==> src/rtl/nibble_serial_add_ctrl.sv <==
// Serial WIDTH-bit adder that reuses one 4-bit ripple slice, one nibble per clock.
// Define NSA_SUBTRACT_EN to add the sub input (a - b via inverted B and carry-in of 1).
module nibble_serial_add_ctrl #(
  parameter int WIDTH = 16
) (
  input  logic             clk,
  input  logic             rst_n,
  input  logic             start,
  input  logic [WIDTH-1:0] a,
  input  logic [WIDTH-1:0] b,
  input  logic             cin,
`ifdef NSA_SUBTRACT_EN
  input  logic             sub,
`endif
  output logic             busy,
  output logic             done,
  output logic [WIDTH-1:0] sum,
  output logic             cout
);

  localparam int NIB = WIDTH / 4;
  localparam int IW  = (NIB > 1) ? $clog2(NIB) : 1;

  generate
    if ((WIDTH % 4) != 0 || WIDTH < 4) begin : g_bad_width
      $error("nibble_serial_add_ctrl: WIDTH must be a multiple of 4 and >= 4");
    end
  endgenerate

  typedef enum logic [1:0] {IDLE, RUN, DONE} state_t;

  state_t           state, state_nxt;
  logic [IW-1:0]    idx;
  logic [WIDTH-1:0] a_p0, b_p0;
  logic             carry_p0;
  logic [4:0]       slice;
  logic             last;
  logic             sub_i;

`ifdef NSA_SUBTRACT_EN
  assign sub_i = sub;
`else
  assign sub_i = 1'b0;
`endif

  // One full-adder chain; returns {carry_out, sum[3:0]}.
  function automatic logic [4:0] nib_add(input logic [3:0] x, input logic [3:0] y,
                                         input logic ci);
    logic [4:0] c;
    logic [3:0] s;
    c[0] = ci;
    for (int i = 0; i < 4; i++) begin
      s[i]   = x[i] ^ y[i] ^ c[i];
      c[i+1] = (x[i] & y[i]) | (c[i] & (x[i] ^ y[i]));
    end
    return {c[4], s};
  endfunction

  assign slice = nib_add(a_p0[{idx, 2'b00} +: 4], b_p0[{idx, 2'b00} +: 4], carry_p0);
  assign last  = (idx == IW'(NIB - 1));
  assign busy  = (state != IDLE);
  assign done  = (state == DONE);

  always_ff @(posedge clk or negedge rst_n) begin
    if (!rst_n) state <= IDLE;
    else        state <= state_nxt;
  end

  always_comb begin
    state_nxt = state;
    case (state)
      IDLE:    if (start) state_nxt = RUN;
      RUN:     if (last)  state_nxt = DONE;
      DONE:    state_nxt = IDLE;
      default: state_nxt = IDLE;
    endcase
  end

  // Operand capture in IDLE, then one nibble of sum per RUN cycle.
  always_ff @(posedge clk or negedge rst_n) begin
    if (!rst_n) begin
      a_p0     <= '0;
      b_p0     <= '0;
      carry_p0 <= 1'b0;
      idx      <= '0;
      sum      <= '0;
      cout     <= 1'b0;
    end else begin
      case (state)
        IDLE: begin
          if (start) begin
            a_p0     <= a;
            b_p0     <= sub_i ? ~b : b;
            carry_p0 <= sub_i ? 1'b1 : cin;
            sum      <= '0;
            idx      <= '0;
          end
        end
        RUN: begin
          sum[{idx, 2'b00} +: 4] <= slice[3:0];
          carry_p0               <= slice[4];
          if (last) begin
            cout <= slice[4];
            idx  <= '0;
          end else begin
            idx <= idx + IW'(1);
          end
        end
        default: ;
      endcase
    end
  end

endmodule

==> config.mk <==
export PLATFORM = sky130hd
export DESIGN_NAME = nibble_serial_add_ctrl
export DESIGN_NICKNAME = d
export VERILOG_FILES = /design/src/rtl/nibble_serial_add_ctrl.sv
export SDC_FILE = /design/constraint.sdc
export NUM_CORES = 1
export LEC_CHECK = 0
export CORE_MARGIN = 2
export CORE_UTILIZATION = 50
export CTS_BUF_LIST = sky130_fd_sc_hd__clkbuf_16
export CTS_CLUSTER_SIZE = 8
export DETAILED_ROUTE_END_ITERATION = 7
export HOLD_SLACK_MARGIN = 0.03
export PLACE_DENSITY = 0.9
export SLEW_MARGIN = 40
export SYNTH_ARGS = -nofsm -noshare
export SYNTH_HDL_FRONTEND = slang
export SYNTH_SLANG_ARGS = --single-unit
==> constraint.sdc <==
create_clock -name clk -period 3.15 [get_ports clk]
set_input_delay 0.315 -clock clk [delete_from_list [all_inputs] [get_ports clk]]
set_output_delay 0.315 -clock clk [all_outputs]
set_load 0.05 [all_outputs]
==> impl_metrics.py <==
metrics = {
    "route": {
        "vias": 1644,
        "firstDrtPassIters": 4,
        "ant_nets": 0,
        "drc": 0,
        "wl_per_cell_um": 17.0,
        "drtIter0Drc": 73,
        "viasPerCell": 5.48,
        "drt-total-wl_mm": 5.10,
    },
    "synthesis": {
        "synth-seq-area-share": 0.541,
        "syn_area_um2": 2500,
        "ys.flop_type": "dfrtp_1",
        "synth_edf_count": 0,
        "async_reset_ff_frac": 1.00,
        "synthesis.nets": 217,
        "yosysWarnings": 0,
        "synthCells": 173,
        "ys_ff_latch": 54,
        "yosysUniqueCellTypes": 30,
        "synth_area_per_cell_um2": 14.5,
    },
    "floorplan": {
        "dieArea_um2": 5580,
        "die_w_um": 74.7,
        "num_rows": 25,
        "die_height_um": 74.7,
        "coreArea_um2": 4790,
        "pin_count": 55,
        "start_util": 0.522,
    },
    "timing": {
        "hold-worst-slack_ps": 18.6,
        "fmax_mhz": 344,
        "finalMaxSlewViolations": 0,
        "fin_ws_ps": 247,
        "worstMarginPinSlew_ps": 592,
        "max-slew-margin-rel": 0.605,
        "timing.final.crit_share": 0.922,
        "setup_viol": 0,
        "hold_viol_final": 0,
        "rsz0062_at_grt": "no",
        "fin_setup_tns_ps": 0,
        "finClkSkew_ps": 7.25,
        "min_period_ps": 2900,
    },
    "worst_setup_path": {
        "cp_max_fo": 6,
        "required_ps": 3300,
        "rr_worst_depth": 11,
        "arrival_ps": 3050,
        "rrSetupSlack_ps": 250,
        "worst-setup-path-type": "reg2reg",
        "regToRegEndpoint": "carry_p0",
        "start_kind": "flop",
        "setup.worst_path.end_class": "flop",
        "rr_startpoint": "idx[0]",
    },
    "placed_design": {
        "dp_hpwl_mm": 3.75,
        "gp_congestion": 0.848,
        "portBuffers": 54,
        "dp_worst_setup_slack_ps": 318,
    },
    "clocking": {
        "cts.sinks": 54,
        "cts_max_path_buffers": 2,
        "cts_tree": "yes",
        "cts_resized": 0,
        "postCtsSetupBuffers": 0,
        "hold_buffers": 0,
        "htree_levels": 2,
        "clk_pin_slew_ps": 70,
        "worstSkewPairLatency_ps": 290,
        "ctsRootBufferMaster": "clkbuf_16",
        "numCtsBuffers": 5,
    },
    "grt": {
        "grt_antenna_before_repair": 0,
        "grt_overflow": 0,
        "grt_pass1_wl_mm": 8.89,
        "grt.total_usage": 0.215,
        "grt_max_degree": 33,
        "grt_pass1_vias": 1781,
    },
    "finish": {
        "syn2layout_area_growth_pct": 30.8,
        "register_area_um2": 1350,
        "fin_nets": 276,
        "antennaDiodeCount": 0,
        "layout-drive-gt1-share": 0.245,
        "multi_input_area_um2": 1070,
        "fillers": 354,
    },
    "pwr": {
        "peakVddDrop_v": 0.000629,
        "cellLeakagePower_nw": 1.39,
        "powerDensity_nw_per_um2": 1140,
    },
    "outcome": {
        "outcome": "completed",
    },
    "job": {
        "cap_violations": 0,
    },
    "hold_path": {
        "worst_hold_path_type": "in2async",
    },
}
[how the worst max path moves through the flow]
stage	startpoint	end	slack [ps]	depth (start not counted)
after global placement	idx[0]	sum[7]	390	10
after floorplan	idx[0]	sum[11]	320	11
after detailed placement	idx[0]	sum[3]	320	10
final	idx[0]	carry_p0	250	11
after CTS	idx[0]	carry_p0	210	11
after global routing	idx[0]	carry_p0	90	11
[kinds of logic (layout without fill, tap and decap cells)]
group / Yosys count / after routing / share of synthesized area
multiplexers: 41 / 41 / 0.221
AND/OR/NAND/NOR: 25 / 25 / 0.0656
adder cells (fa/ha/maj): 8 / 8 / 0.0521
buffers and inverters: 18 / 78 / 0.0335
flip-flops: 54 / 54 / 0.541
AO/OA/AOI/OAI: 27 / 27 / 0.0876
[routing by layer]
metal	share of wire	up-vias	GRT usage
li1	-	749	-
met1	0.42	829	0.282
met2	0.52	57	0.360
met5	0	-	0
met4	0.019	0	0.0873
met3	0.039	9	0.0361
[stage by stage]
step                power, W  utilization  std cells  instance area (um^2)
CTS                  0.00376        0.683        300                  3270
global route         0.00397        0.683        300                  3270
detailed placement   0.00316        0.652        292                  3120
floorplan            0.00258            -        173                  2500
global placement     0.00311        0.652        292                  3120
finish               0.00372        0.683        300                  3270
[final cells by class]
class	count	area share
sequential	54	0.413
clock buffer	5	0.0383
timing repair buffer	59	0.175
multi-input combinational	101	0.327
tap	67	0.0256
inverter	11	0.0126
clock inverter	3	0.00765
[registers in the layout, indices dropped and copies added (netlist names)]
| signal | flops |
|---|---|
| idx | 2 |
| carry_p0 | 1 |
| sum | 16 |
| b_p0 | 16 |
| a_p0 | 16 |
| state | 2 |
| cout | 1 |
[worst max-delay path, cell delays in order (launching register included)]
cell	delay, ps
dfrtp_1	510
mux4_2	550
inv_1	90
fa_1	160
inv_1	50
fa_1	360
inv_1	80
fa_1	160
inv_1	50
fa_1	370
a22oi_1	210
o21ai_0	150
[cell usage after synthesis (2+ instances only)]
cell type / n / area [um^2]
a21o_1: 4 / 30.0
a22o_1: 9 / 78.8
buf_4: 4 / 30.0
clkbuf_1: 2 / 7.51
dfrtp_1: 54 / 1350
fa_1: 4 / 80.1
ha_1: 4 / 50.1
inv_1: 11 / 41.3
mux2_2: 32 / 360
mux4_2: 8 / 180
nand2_1: 6 / 22.5
nand2b_1: 4 / 25.0
nand3b_1: 3 / 22.5
nor2b_1: 2 / 12.5
nor3_1: 2 / 10.0
nor3b_2: 2 / 25.0
o2bb2ai_1: 8 / 70.1
or3_1: 2 / 12.5
[power breakdown]
group | switching [W] | internal (W) | leakage [nW]
Clock | 0.000258 | 0.000299 | 0.0704
Sequential | 0.000235 | 0.00100 | 0.671
Combinational | 0.00102 | 0.000906 | 0.651
[layout by cell type, fill, tap and decap left out, types with 2 or more instances in the layout]
cell and instances:
dfrtp_1 54, clkdlybuf4s50_1 53, mux2_2 32, inv_1 11, a22o_1 9, mux4_2 8, o2bb2ai_1 8, nand2_1 6
clkbuf_16 5, buf_4 5, nand2b_1 4, a21o_1 4, fa_1 4, ha_1 4, nand3b_1 3, nor2b_1 2
or3_1 2, nor3_1 2
Note: power is estimated with default switching activity, not from simulation.
